### src/rtl/riscv_irq_ctrl.sv
// Fixed-priority, maskable interrupt controller for the RV32I core: synchronises sources,
// captures edge/level events and hands one vector at a time to the core via req/ack/done.
module riscv_irq_ctrl #(
    parameter int unsigned        NUM_IRQ     = 8,
    parameter int unsigned        BITNESS     = 32,
    parameter int unsigned        SYNC_STAGES = 2,
    parameter logic [NUM_IRQ-1:0] EDGE_MASK   = {NUM_IRQ{1'b1}},
    parameter logic [BITNESS-1:0] VEC_BASE    = BITNESS'(32'h0000_0100),
    parameter int unsigned        VEC_STRIDE  = 4
) (
    input  logic               clk_i,
    input  logic               rst_i,
    input  logic [NUM_IRQ-1:0] irq_i,
    input  logic               cfg_we_i,
    input  logic [1:0]         cfg_addr_i,
    input  logic [BITNESS-1:0] cfg_wdata_i,
    output logic [BITNESS-1:0] cfg_rdata_o,
    output logic               irq_req_o,
    output logic [4:0]         irq_id_o,
    output logic [BITNESS-1:0] irq_vec_o,
    input  logic               irq_ack_i,
    input  logic               irq_done_i
);

    typedef enum logic [1:0] {StIdle, StReq, StService} state_e;

    state_e                                state_q, state_d;
    logic [SYNC_STAGES-1:0][NUM_IRQ-1:0]   sync_q;
    logic [NUM_IRQ-1:0]                    s_d_q;
    logic [NUM_IRQ-1:0]                    edge_pend_q, edge_pend_d;
    logic [NUM_IRQ-1:0]                    enable_q, enable_d;
    logic [NUM_IRQ-1:0]                    active_q, active_d;
    logic                                  global_q, global_d;
    logic [4:0]                            id_q, id_d;

    logic [NUM_IRQ-1:0] sync_s;
    logic [NUM_IRQ-1:0] edge_set;
    logic [NUM_IRQ-1:0] pending;
    logic [NUM_IRQ-1:0] eligible;
    logic [NUM_IRQ-1:0] w1c;
    logic [NUM_IRQ-1:0] ack_clr;
    logic [31:0]        elig_ext;
    logic [31:0]        id_onehot;
    logic [4:0]         winner;
    logic               unused_bits;

    assign sync_s    = sync_q[SYNC_STAGES-1];
    assign edge_set  = sync_s & ~s_d_q & EDGE_MASK;
    // Level sources are not stored: pending follows the synchronised input directly.
    assign pending   = (edge_pend_q & EDGE_MASK) | (sync_s & ~EDGE_MASK);
    assign eligible  = pending & enable_q & {NUM_IRQ{global_q}};
    assign elig_ext  = 32'(eligible);
    assign id_onehot = 32'd1 << id_q;
    assign w1c       = (cfg_we_i && cfg_addr_i == 2'd1) ? cfg_wdata_i[NUM_IRQ-1:0] : '0;
    assign unused_bits = ^{cfg_wdata_i, id_onehot};

    always_comb begin
        winner = '0;
        for (int i = NUM_IRQ - 1; i >= 0; i--) begin
            if (eligible[i]) winner = 5'(i);
        end
    end

    always_comb begin
        enable_d = enable_q;
        global_d = global_q;
        if (cfg_we_i && cfg_addr_i == 2'd0) enable_d = cfg_wdata_i[NUM_IRQ-1:0];
        if (cfg_we_i && cfg_addr_i == 2'd3) global_d = cfg_wdata_i[0];
    end

    always_comb begin
        state_d  = state_q;
        id_d     = id_q;
        active_d = active_q;
        ack_clr  = '0;
        case (state_q)
            StIdle: begin
                if (|eligible) begin
                    state_d = StReq;
                    id_d    = winner;
                end
            end
            StReq: begin
                // Ack beats a same-cycle loss of eligibility.
                if (irq_ack_i) begin
                    state_d  = StService;
                    active_d = id_onehot[NUM_IRQ-1:0];
                    ack_clr  = id_onehot[NUM_IRQ-1:0];
                end else if (!elig_ext[id_q]) begin
                    state_d = StIdle;
                end
            end
            StService: begin
                if (irq_done_i) begin
                    state_d  = StIdle;
                    active_d = '0;
                end
            end
            default: state_d = StIdle;
        endcase
    end

    // New edge events win over same-cycle ack or W1C clears.
    assign edge_pend_d = ((edge_pend_q & ~(ack_clr | w1c)) | edge_set) & EDGE_MASK;

    always_ff @(posedge clk_i or negedge rst_i) begin
        if (!rst_i) begin
            state_q     <= StIdle;
            sync_q      <= '0;
            s_d_q       <= '0;
            edge_pend_q <= '0;
            enable_q    <= '0;
            active_q    <= '0;
            global_q    <= 1'b0;
            id_q        <= '0;
        end else begin
            state_q     <= state_d;
            sync_q      <= {sync_q[SYNC_STAGES-2:0], irq_i};
            s_d_q       <= sync_s;
            edge_pend_q <= edge_pend_d;
            enable_q    <= enable_d;
            active_q    <= active_d;
            global_q    <= global_d;
            id_q        <= id_d;
        end
    end

    always_comb begin
        cfg_rdata_o = '0;
        case (cfg_addr_i)
            2'd0:    cfg_rdata_o[NUM_IRQ-1:0] = enable_q;
            2'd1:    cfg_rdata_o[NUM_IRQ-1:0] = pending;
            2'd2:    cfg_rdata_o[NUM_IRQ-1:0] = active_q;
            default: cfg_rdata_o[0]           = global_q;
        endcase
    end

    assign irq_req_o = (state_q == StReq);
    assign irq_id_o  = id_q;
    assign irq_vec_o = VEC_BASE + BITNESS'(id_q) * BITNESS'(VEC_STRIDE);

endmodule
### config.mk
export PLATFORM = sky130hd
export DESIGN_NAME = riscv_irq_ctrl
export DESIGN_NICKNAME = d
export VERILOG_FILES = /design/src/rtl/riscv_irq_ctrl.sv
export SDC_FILE = /design/constraint.sdc
export NUM_CORES = 1
export LEC_CHECK = 0
export BUFFER_PORTS_ARGS = -buffer_cell sky130_fd_sc_hd__buf_2
export CAP_MARGIN = 20
export CORE_MARGIN = 5
export CORE_UTILIZATION = 51
export DETAILED_ROUTE_END_ITERATION = 10
export PLACE_DENSITY = 0.82
export SLEW_MARGIN = 20
export SYNTH_ARGS = -nofsm -noshare
export SYNTH_HDL_FRONTEND = slang
export SYNTH_SLANG_ARGS = --single-unit
### constraint.sdc
create_clock -name clk_i -period 2.99 [get_ports clk_i]
set_input_delay 0.299 -clock clk_i [delete_from_list [all_inputs] [get_ports clk_i]]
set_output_delay 0.299 -clock clk_i [all_outputs]
set_load 0.05 [all_outputs]
== After elaboration in Yosys (flattened, before gate mapping) ==
Cells that the tools add are included.

* Bits in registers: 56
* Latch bits: 0
* ROM bits: 0
* Output and inout port bits: 70
* Word-level logic and storage cells: 62
* Bits in writable memories: 0
* Memories kept: 0

* Div/mod/pow operators: 0
* Mux-type cells: 23
* Multipliers: 0
* Add/sub/neg operators: 1
* Equality and inequality tests: 9
* Reductions and logical operators: 10
* Shift-type cells: 1
* Order comparisons: 1
* Bitwise logic cells: 8

{| class="wikitable"
|+ Operators by type and width
! cell !! number
|-
| $mux 8 || 5
|-
| $and 8x8->8 || 4
|-
| $mux 3 || 7
|-
| $pmux 7 s3 || 1
|-
| $not 8->8 || 2
|-
| $or 8x8->8 || 2
|-
| $pmux 8 s2 || 1
|-
| $add 9x7->10 const A || 1
|-
| $mux 2 || 4
|-
| $reduce_or 8->1 || 1
|-
| $shl 1x5->8 const A || 1
|-
| $eq 2x2->1 const B || 3
|-
| $lt 5x6->1 const B || 1
|-
| $pmux 2 s3 || 1
|-
| $reduce_and 3->1 || 2
|-
| $bmux 1 s5 || 1
|-
| $mux 5 || 1
|-
| $eq 2x1->1 const B || 2
|-
| $logic_not 2->1 || 2
|-
| $ne 2x2->1 const B || 2
|-
| $logic_and 1x1->1 || 3
|-
| $ne 3x3->1 const B || 1
|-
| $pmux 1 s3 || 1
|-
| $ne 2x1->1 const B || 1
|-
| other kinds (3) || 3
|}

== Logic depth before layout (Yosys ltp) ==
Gate-level depths: netlist of run 1.

* Depth after elaboration: 10
* Mapped depth: 5

== Worst setup path after synthesis of run 1 ==
No wires, ideal clock.

* Path kind: reg-to-reg
* Start: register id_q[1], in the netlist irq_id_o[1]
* End: register state_q[0]
* Arrival time: 1.564 ns
* Slack: 1.306 ns
* Period minus slack after synthesis: 1.684 ns
* Buffers on the path: 1
* Stages on the path, launching flop included: 6
* Cell sequence: dfrtp_1 buf_2 a21boi_1 o221ai_1 o2bb2ai_1 a41o_1

* Cells in the longest elaborated chain, start to end: 4

{| class="wikitable"
|+ Ends and longest elaborated chain
! what !! line !! source
|-
| from (decl) || 34 || <nowiki>logic [4:0] id_q, id_d;</nowiki>
|-
| from (signal assigned) || 124 || <nowiki>id_q <= id_d;</nowiki>
|-
| $bmux 1 s5 || 89 || <nowiki>end else if (!elig_ext[id_q]) begin</nowiki>
|-
| $mux 1 (implied by the code) || 89 ||
|-
| $ne 3x3->1 (no line) || n/a ||
|-
| $reduce_and 3->1 (no line) || n/a ||
|-
| to (signal assigned) || 108 || <nowiki>state_q <= StIdle;</nowiki>
|-
| to (signal assigned) || 117 || <nowiki>state_q <= state_d;</nowiki>
|-
| to (decl) || 27 || <nowiki>state_e state_q, state_d;</nowiki>
|}

Every way passes these cells. The select of a mux whose other input is x is not followed.
A chain may end at the register's enable or synchronous reset.

== Worst setup path in the final report of run 1 ==
* Start: input cfg_addr_i[0]
* End: output cfg_rdata_o[5]

* Cells in the longest elaborated chain, start to end: 2
* Elaborated cells between the ends (all ways): 4
* Classes of those cells: 2 x eq/ne; 1 x mux; 1 x reduce/logical

{| class="wikitable"
|+ Ends and longest elaborated chain
! what !! line !! source
|-
| from (decl) || 15 || <nowiki>input logic [1:0] cfg_addr_i,</nowiki>
|-
| $eq 2x2->1, or another cell as far along || 130 || <nowiki>case (cfg_addr_i)</nowiki>
|-
| $pmux 7 s3 (*) || 130 ||
|-
| to (decl) || 17 || <nowiki>output logic [BITNESS-1:0] cfg_rdata_o,</nowiki>
|}

Every way passes the cells marked *; elsewhere a longest branch is shown, timed or not.

==> impl_metrics.py, run 1 <==
metrics = {
    "final_layout": {
        "final_cells": 359,
        "final_area_mm2": 0.00280,
        "fin_util_pct": 54.9,
        "fin_nets": 335,
        "fill_cells": 466,
        "drive_gt1_share_pct": 18.3,
        "num_antenna_cells": 0,
        "area_growth_syn_to_layout_pct": 4.82,
    },
    "placed_design": {
        "routabilityCongestion": 0.922,
        "io_buffers": 37,
        "place_area_mm2": 0.00270,
        "dp.cells": 350,
        "dpl.hpwl_um": 3800,
    },
    "synth": {
        "syn_area_mm2": 0.00267,
        "ys_ff_latch": 54,
        "yosys.area.top_type_share_pct": 50.5,
        "ys.flop_type": "dfrtp_1",
        "synth_edf_count": 0,
        "netlist_top_cells_area": "dfrtp_1 51%, buf_4 16%, nand2_1 4.9%",
        "async_reset_ff_share_pct": 100,
        "synth.top_cells.by_count": "58 x buf_4, 54 x dfrtp_1, 35 x nand2_1",
        "ys_warn_count": 0,
        "ys_seq_area_share_pct": 50.5,
        "synthCells": 251,
        "yosysTopAreaCell": "dfrtp_1",
        "yosysMostFrequentCell": "buf_4",
        "syn_area_per_cell_um2": 10.7,
        "ys_types": 39,
    },
    "timing": {
        "max_slew_margin_pct": 62.9,
        "finalSetupViolations": 0,
        "timing.final.crit_share_pct": 61.8,
        "clock_skew_ns": 0.00756,
        "worst_slew_pin_slew_ns": 0.556,
        "maxSlewViolCount": 0,
        "final.setup.tns_ns": 0,
        "fmax_ghz": 0.541,
        "fin_crit_ns": 1.85,
        "rsz0062_at_grt": "false",
        "hold_viol": 0,
    },
    "global_routing": {
        "grt_use_total_pct": 15.5,
        "antenna_found_initial": 0,
        "grt_max_degree": 32,
        "gr-total-overflow": 0,
        "first_global_vias": 1630,
        "grt_pass1_wl_um": 8000,
    },
    "clock_tree": {
        "cts-root-buf": "clkbuf_8",
        "cts_buffers": 5,
        "clkLatencyLatePin_ns": 0.32,
        "cts_htree_levels": 2,
        "clock-sinks": 54,
        "cts_resized": 0,
        "cts_tree": "built",
        "cts_max_path_buffers": 2,
        "path_clk_slew_ns": 0.10,
    },
    "job": {
        "maxCapViolations": 0,
    },
    "routing": {
        "viasPerCell": 4.93,
        "drt-initial-drc-count": 96,
        "vias": 1771,
        "detail_route.first_pass.iterations": 5,
        "drc": 0,
        "antenna_left": 0,
        "wl_um": 4970,
        "post_drt_wl_per_cell_um": 13.8,
    },
    "worst_setup_path": {
        "crit_required_ns": 2.69,
        "end_kind": "primary output",
        "critPathKind": "in -> out",
        "cp_max_fo": 12,
        "cp-start-kind": "input pin",
        "cp.arrival_ns": 1.55,
    },
    "die": {
        "io_pins": 117,
        "dieArea_mm2": 0.00679,
        "initial_utilization_pct": 52.4,
        "core_area_mm2": 0.00511,
        "fp-row-count": 26,
        "die_h_um": 82.4,
        "die_x_um": 82.4,
    },
    "worst_hold_path": {
        "hp-class": "in -> reg",
    },
    "outcome": {
        "outcome": "finished, final reports clean",
    },
    "power_and_ir_drop": {
        "peakVddDrop_uv": 350,
        "power_density_mw_per_mm2": 815,
        "p_leak_nw": 1.43,
    },
}
## timing repair
item                                   in CTS  in global routing
setup buffers                               0                  0
hold buffers                                1                  0
endpoints found under the hold margin      23                  0
## area by class of cell
cell class	count	area (um^2)	area share (%)
Sequential cell	54	1350	48.2
Multi-Input combinational cell	174	1010	36.2
Timing Repair Buffer	39	203	7.23
Tap cell	70	87.6	3.12
Clock buffer	5	68.8	2.46
Inverter	14	52.6	1.87
Clock inverter	3	25.0	0.893
## registers in the layout, indices dropped and copies added (netlist names)
signal / count
sync_s: 8
state_q: 2
irq_id_o: 3
active_q: 8
s_d_q: 8
sync_q: 8
global_q: 1
edge_pend_q: 8
enable_q: 8
## layer usage
| layer | vias to the layer above | routed length (um) | part of all wire (%) | track usage, % |
|---|---|---|---|---|
| met3 | 12 | 370 | 7.4 | 3.69 |
| met1 | 859 | 2070 | 42 | 20.5 |
| met5 | - | 0 | 0 | 0 |
| li1 | 822 | - | - | - |
| met4 | 0 | 123 | 2.5 | 7.81 |
| met2 | 78 | 2410 | 48 | 23.9 |
## path summary, 6_finish.rpt
kind	startpoint	end	slack, ns	cells past startpoint
max in group asynchronous	rst_i	sync_q[5]$_DFF_PN0_	1.74	3
hold / removal	irq_i[0]	sync_q[0]$_DFF_PN0_	0.08	1
setup / recovery	cfg_addr_i[0]	cfg_rdata_o[5]	1.14	5
min in group asynchronous	rst_i	irq_id_o[2]$_DFFE_PN0P_	0.48	2
setup reg to reg	edge_pend_q[4]$_DFF_PN0_	irq_id_o[0]$_DFFE_PN0P_	1.45	4
hold reg to reg	sync_q[3]$_DFF_PN0_	sync_s[3]$_DFF_PN0_	0.35	0
## where the power goes
part / leakage [nW] / total, W / switching [W] / internal (W)
clock: 0.0447 / 0.000419 / 0.000249 / 0.000169
combinational: 0.747 / 0.000867 / 0.000630 / 0.000238
sequential: 0.638 / 0.000999 / 0.000144 / 0.000855
total: 1.43 / 0.00229 / 0.00102 / 0.00126
## stage by stage
stage / worst slack, ns / hold WS [ns] / power (W)
finish: 1.14 / 0.0785 / 0.00229
CTS: 1.16 / 0.0761 / 0.00230
floorplan: 1.31 / 0.00341 / 0.00176
detailed placement: 1.16 / 0.303 / 0.00188
global route: 1.01 / 0.0658 / 0.00242
global placement: 1.15 / 0.301 / 0.00185
## cells by family (layout without fill, tap and decap cells)
kind of cell    count (synthesis)  after routing  synth area share (%)
compound gates                 42             42                  11.2
buf+inv                        76             61                  19.0
flops                          54             54                  50.5
mux                            19             19                  8.52
other cells                     2             55                 0.281
simple gates                   58             58                  10.5
## cell usage in the layout, fill, tap and decap left out, drive strengths merged
| cell | n |
|---|---|
| conb | 55 |
| dfrtp | 54 |
| buf | 38 |
| nand2 | 37 |
| inv | 15 |
| o21ai | 11 |
| mux2 | 10 |
| mux2i | 7 |
| nor2 | 6 |
| a21oi | 6 |
| a32o | 5 |
| clkbuf | 5 |
| o22ai | 3 |
| nand3 | 3 |
| nand3b | 3 |
| a41oi | 3 |
| a21o | 3 |
| nor3b | 3 |
| mux4 | 2 |
| a41o | 2 |
| nand4 | 2 |
| a31oi | 2 |
| a21boi | 2 |
| nor2b | 1 |
| and3b | 1 |
| or2 | 1 |
| a22o | 1 |
| a211oi | 1 |
| o311a | 1 |
| nand4b | 1 |
| o221ai | 1 |
| o2bb2ai | 1 |
| clkinvlp | 1 |
| clkinv | 1 |
| dlygate4sd3 | 1 |
## worst max-delay path, cell delays in order
cell	delay, ns
buf_2	0.25
nor2b_1	0.48
nand2_1	0.10
o21ai_1	0.13
buf_2	0.29
(Power assumes the default switching activity.)
==> run 2, diff against run 1 <==
CORE_UTILIZATION = 43   (was 51)
PLACE_DENSITY = 0.74   (was 0.82)
clock period = 1.54 ns   (was 2.99 ns; I/O delays follow)
==> run 2 against run 1 <==
Clock skew is 0.0019 ns higher. Critical path type is now reg -> out. Sequential power up 92%. Routed wire length grew 7.0%.
==> impl_metrics.py, run 2 (synthesis results as in run 1) <==
metrics = {
    "outcome": {
        "outcome": "finished, final reports clean",
    },
    "worst_setup_path": {
        "end_kind": "primary output",
        "rr_worst_depth": 3,
        "cp.arrival_ns": 1.36,
        "critPathKind": "reg -> out",
        "r2r_start": "edge_pend_q[3]$_DFF_PN0_",
        "reg2reg_slack_ns": 0.08,
        "cp-start-kind": "flip-flop",
        "reg2reg_to": "irq_id_o[0]$_DFFE_PN0P_",
        "crit_required_ns": 1.39,
        "cp_max_fo": 3,
    },
    "routing": {
        "post_drt_wl_per_cell_um": 13.6,
        "wl_um": 5320,
        "antenna_left": 0,
        "viasPerCell": 4.74,
        "drc": 0,
        "vias": 1860,
        "detail_route.first_pass.iterations": 4,
        "drt-initial-drc-count": 156,
    },
    "clock_tree": {
        "cts-root-buf": "clkbuf_8",
        "cts_tree": "built",
        "clock-sinks": 54,
        "cts_buffers": 5,
        "cts_max_path_buffers": 2,
        "path_clk_slew_ns": 0.09,
        "clkLatencyLatePin_ns": 0.31,
        "cts_htree_levels": 2,
    },
    "worst_hold_path": {
        "min_path_cells": 2,
        "min-delay-start": "irq_done_i",
        "hp-class": "in -> reg",
        "hold_end": "state_q[1]$_DFFE_PN0P_",
    },
    "placed_design": {
        "dp.cells": 372,
        "dpl.hpwl_um": 4100,
        "routabilityCongestion": 0.904,
        "io_buffers": 37,
        "post-place-ws_ns": 0.0550,
    },
    "timing": {
        "finalSetupViolations": 0,
        "fin_ws_ns": 0.0297,
        "hold_viol": 0,
        "timing.final.crit_share_pct": 98.1,
        "fmax_ghz": 0.662,
        "maxSlewViolCount": 0,
        "fin_crit_ns": 1.51,
        "rsz0062_at_grt": "true",
        "hold_ws_ns": 0.0789,
        "clock_skew_ns": 0.00942,
    },
    "final_layout": {
        "drive_gt1_share_pct": 26.2,
        "final_cell_mix": "55 x conb_1, 51 x dfrtp_1, 35 x buf_2",
        "final-seq-area_mm2": 0.00136,
        "num_antenna_cells": 0,
        "final_cells": 392,
        "fill_cells": 546,
        "area_growth_syn_to_layout_pct": 16.2,
        "multiInputGateArea_mm2": 0.00104,
        "final_common_cell": "conb_1",
        "fin_nets": 363,
    },
    "power_and_ir_drop": {
        "power_w": 0.00479,
        "peakVddDrop_uv": 926,
        "p_leak_nw": 1.58,
        "power_density_mw_per_mm2": 1540,
    },
    "global_routing": {
        "first_global_vias": 1791,
        "grt_use_total_pct": 14.1,
        "antenna_found_initial": 0,
        "grt_pass1_wl_um": 8560,
        "grt_max_degree": 32,
        "gr-total-overflow": 0,
    },
    "die": {
        "io_pins": 117,
        "fp-row-count": 28,
        "core_area_mm2": 0.00599,
        "dieArea_mm2": 0.00790,
        "die_h_um": 88.9,
        "initial_utilization_pct": 44.6,
        "die_x_um": 88.9,
    },
    "job": {
        "maxCapViolations": 0,
    },
}
run 2: cell types whose count changed in the layout (fill, tap and decap cells not counted), sizes merged:
cell	before	now
clkinv	1	2
inv	15	14
bufinv	0	1
dlygate4sd3	1	9
buf	38	58
clkinvlp	1	0
run 2: how the worst max path moves through the flow:
stage	startpoint	end	slack (ns)	cells after the start
6_report	enable_q[0]$_DFFE_PN0P_	cfg_rdata_o[0]	0.03	2
5_1_grt	edge_pend_q[0]$_DFF_PN0_	cfg_rdata_o[0]	-0.02	2
4_1_cts	global_q$_DFFE_PN0P_	cfg_rdata_o[0]	0.006	2
3_5_place_dp	enable_q[3]$_DFFE_PN0P_	irq_id_o[0]$_DFFE_PN0P_	0.05	3
3_3_place_gp	enable_q[3]$_DFFE_PN0P_	irq_id_o[0]$_DFFE_PN0P_	0.06	3
2_1_floorplan	irq_id_o[1]$_DFFE_PN0P_	state_q[0]$_DFFE_PN0P_	0.02	5
run 2: repair_timing:
action / in CTS / in global routing
pin swaps: 0 / 4
buffers inserted: 1 / 2
setup endpoints to repair: 1 / 6
resized for setup: 2 / 11
hold buffers: 9 / 0
hold endpoints to repair: 19 / 0
run 2: area by class of cell:
class,instances,area share (%)
multi-input combinational,174,33.6
timing repair buffer,67,14.6
inverter,14,1.69
clock inverter,3,1.29
clock buffer,5,2.21
tap,75,3.02
sequential,54,43.6
run 2: worst max-delay path: stages, from the launching register on:
cell and delay, ns:
dfrtp_1 0.41, mux4_2 0.47, buf_6 0.17
run 2: report_power, final:
group          switching (W)  internal [W]
sequential          0.000258       0.00167
combinational        0.00131      0.000637
clock               0.000441      0.000479
run 2: metal layers:
layer  global-route usage, %  wire [um]  vias up  part of all wire, %
li1                        -          -      869                    -
met1                    18.6       2160      917                   41
met2                    23.1       2650       67                   50
met3                    2.98        420        7                  7.9
met4                    4.53         91        0                  1.7
met5                       0          0        -                    0
run 2: through the flow:
| step | setup TNS, ns | utilization [%] | cell area (um^2) |
|---|---|---|---|
| after CTS | 0 | 51.1 | 3060 |
| after global routing | -0.0185 | 51.9 | 3110 |
| after global placement | 0 | 47.5 | 2850 |
| after detailed placement | 0 | 47.5 | 2850 |
| final | 0 | 51.9 | 3110 |
| after floorplan | 0 | - | 2880 |
==> run 3, diff against run 2 <==
PLACE_DENSITY = default   (was 0.74)
PLACE_DENSITY_LB_ADDON = 0.3   (was default)
==> run 3 against run 2 <==
Routed wire length down 0.38%. Count of clock-buffer cells in the layout up 1. Die area unchanged. Cell area up 0.16%. Sequential power about the same. Setup slack about the same. Register-to-register slack worse by 0.04 ns. Via count down 2.4%. Core utilization up 0.084 points. Critical path depth unchanged. Flip-flop and latch count unchanged. Highest routed layer unchanged.
==> impl_metrics.py, run 3 (synthesis results as in run 1) <==
metrics = {
    "placed_design": {
        "place_area_mm2": 0.00286,
        "dp.cells": 373,
        "io_buffers": 37,
        "routabilityCongestion": 0.867,
        "dpl.hpwl_um": 4070,
    },
    "die": {
        "die_h_um": 88.9,
        "core_area_mm2": 0.00599,
        "initial_utilization_pct": 44.6,
        "io_pins": 117,
        "fp-row-count": 28,
        "die_x_um": 88.9,
        "dieArea_mm2": 0.00790,
    },
    "worst_hold_path": {
        "hold_end": "state_q[1]$_DFFE_PN0P_",
        "min_path_cells": 2,
        "hp-class": "in -> reg",
        "min-delay-start": "irq_done_i",
    },
    "job": {
        "maxCapViolations": 0,
    },
    "routing": {
        "viasPerCell": 4.64,
        "vias": 1815,
        "drt-initial-drc-count": 101,
        "antenna_left": 0,
        "detail_route.first_pass.iterations": 4,
        "post_drt_wl_per_cell_um": 13.6,
        "wl_um": 5300,
        "drc": 0,
    },
    "final_layout": {
        "fin_nets": 362,
        "final_area_mm2": 0.00311,
        "fill_cells": 548,
        "drive_gt1_share_pct": 24.4,
        "final_common_cell": "conb_1",
        "final_cell_mix": "55 x conb_1, 51 x dfrtp_1, 34 x nand2_1, 34 x buf_2, 19 x buf_4",
        "final_cells": 391,
        "fin_util_pct": 52.0,
        "num_antenna_cells": 0,
        "area_growth_syn_to_layout_pct": 16.4,
    },
    "timing": {
        "clock_skew_ns": 0.00632,
        "finalSetupViolations": 0,
        "maxSlewViolCount": 0,
        "rsz0062_at_grt": "true",
        "timing.final.crit_share_pct": 98.0,
        "fin_crit_ns": 1.51,
        "hold_viol": 0,
        "final.setup.tns_ns": 0,
        "fmax_ghz": 0.662,
    },
    "global_routing": {
        "antenna_found_initial": 0,
        "gr-total-overflow": 0,
        "grt_use_total_pct": 14.2,
        "grt_max_degree": 30,
        "first_global_vias": 1765,
        "grt_pass1_wl_um": 8540,
    },
    "clock_tree": {
        "cts_tree": "built",
        "cts-root-buf": "clkbuf_8",
        "path_clk_slew_ns": 0.09,
        "clock-sinks": 54,
        "cts_max_path_buffers": 2,
        "cts_htree_levels": 2,
        "cts_buffers": 5,
        "clkLatencyLatePin_ns": 0.31,
    },
    "worst_setup_path": {
        "crit_required_ns": 1.39,
        "cp.arrival_ns": 1.36,
        "end_kind": "primary output",
        "cp_max_fo": 3,
        "cp-start-kind": "flip-flop",
        "critPathKind": "reg -> out",
        "reg2reg_slack_ns": 0.04,
        "reg2reg_to": "irq_id_o[0]$_DFFE_PN0P_",
        "r2r_start": "enable_q[3]$_DFFE_PN0P_",
        "rr_worst_depth": 3,
    },
    "power_and_ir_drop": {
        "power_w": 0.00498,
        "power_density_mw_per_mm2": 1600,
        "peakVddDrop_uv": 1000,
        "p_leak_nw": 1.59,
    },
    "outcome": {
        "outcome": "finished, final reports clean",
    },
}
## run 3: cell count changes in the layout (fill, tap and decap cells not counted), sizes merged
cell,change
clkbuf,+3
clkinv,-2
bufinv,+1
buf,-3
## run 3: per-layer routing
| layer | wire length, um | vias up | part of all wire, % | GRT usage, % |
|---|---|---|---|---|
| met5 | 0 | - | 0 | 0 |
| met4 | 67 | 0 | 1.3 | 4.67 |
| met3 | 379 | 6 | 7.1 | 2.89 |
| met2 | 2550 | 66 | 48 | 22.9 |
| met1 | 2310 | 877 | 44 | 19.2 |
| li1 | - | 866 | - | - |
## run 3: worst max-delay path: stages, from the launching register on
cell and delay [ns]:
dfrtp_1 0.40, mux4_2 0.48, buf_6 0.17
## run 3: cell type report
class	count	area, um^2	share of cell area, %
repair buffers	66	449	14.4
flip-flops and latches	54	1360	43.5
multi-input cells	174	1020	32.8
clock inverters	2	60.1	1.93
clock buffers	6	82.6	2.65
inverters	14	52.6	1.69
well taps	75	93.8	3.01
## run 3: power breakdown
group | leakage [nW] | internal, W | switching [W]
sequential | 0.635 | 0.00167 | 0.000242
combinational | 0.879 | 0.000619 | 0.00130
clock | 0.0714 | 0.000693 | 0.000454
total | 1.59 | 0.00298 | 0.00200
## run 3: through the flow
step	setup WS [ns]	hold WS (ns)
final	0.0301	0.0724
after global routing	-0.0191	0.0733
after CTS	0.0115	0.0669
after detailed placement	0.0395	0.0668
after global placement	0.0492	0.0659
after floorplan	0.0213	-0.142
## run 3: worst max-delay path by stage
| stage | start | to | cells after the start |
|---|---|---|---|
| 3_5_place_dp | enable_q[2]$_DFFE_PN0P_ | irq_id_o[0]$_DFFE_PN0P_ | 4 |
| 2_1_floorplan | irq_id_o[1]$_DFFE_PN0P_ | state_q[0]$_DFFE_PN0P_ | 5 |
| 4_1_cts | enable_q[2]$_DFFE_PN0P_ | irq_id_o[0]$_DFFE_PN0P_ | 4 |
| 3_3_place_gp | enable_q[2]$_DFFE_PN0P_ | irq_id_o[0]$_DFFE_PN0P_ | 4 |
| 5_1_grt | state_q[1]$_DFFE_PN0P_ | edge_pend_q[5]$_DFF_PN0_ | 4 |
| 6_report | enable_q[0]$_DFFE_PN0P_ | cfg_rdata_o[0] | 2 |
## run 3: repair_timing
| action | in CTS | in global routing |
|---|---|---|
| resized for setup | 2 | 5 |
| hold endpoints to repair | 19 | 0 |
| buffers inserted | 1 | 0 |
| setup endpoints to repair | 1 | 8 |
| hold buffers | 9 | 0 |
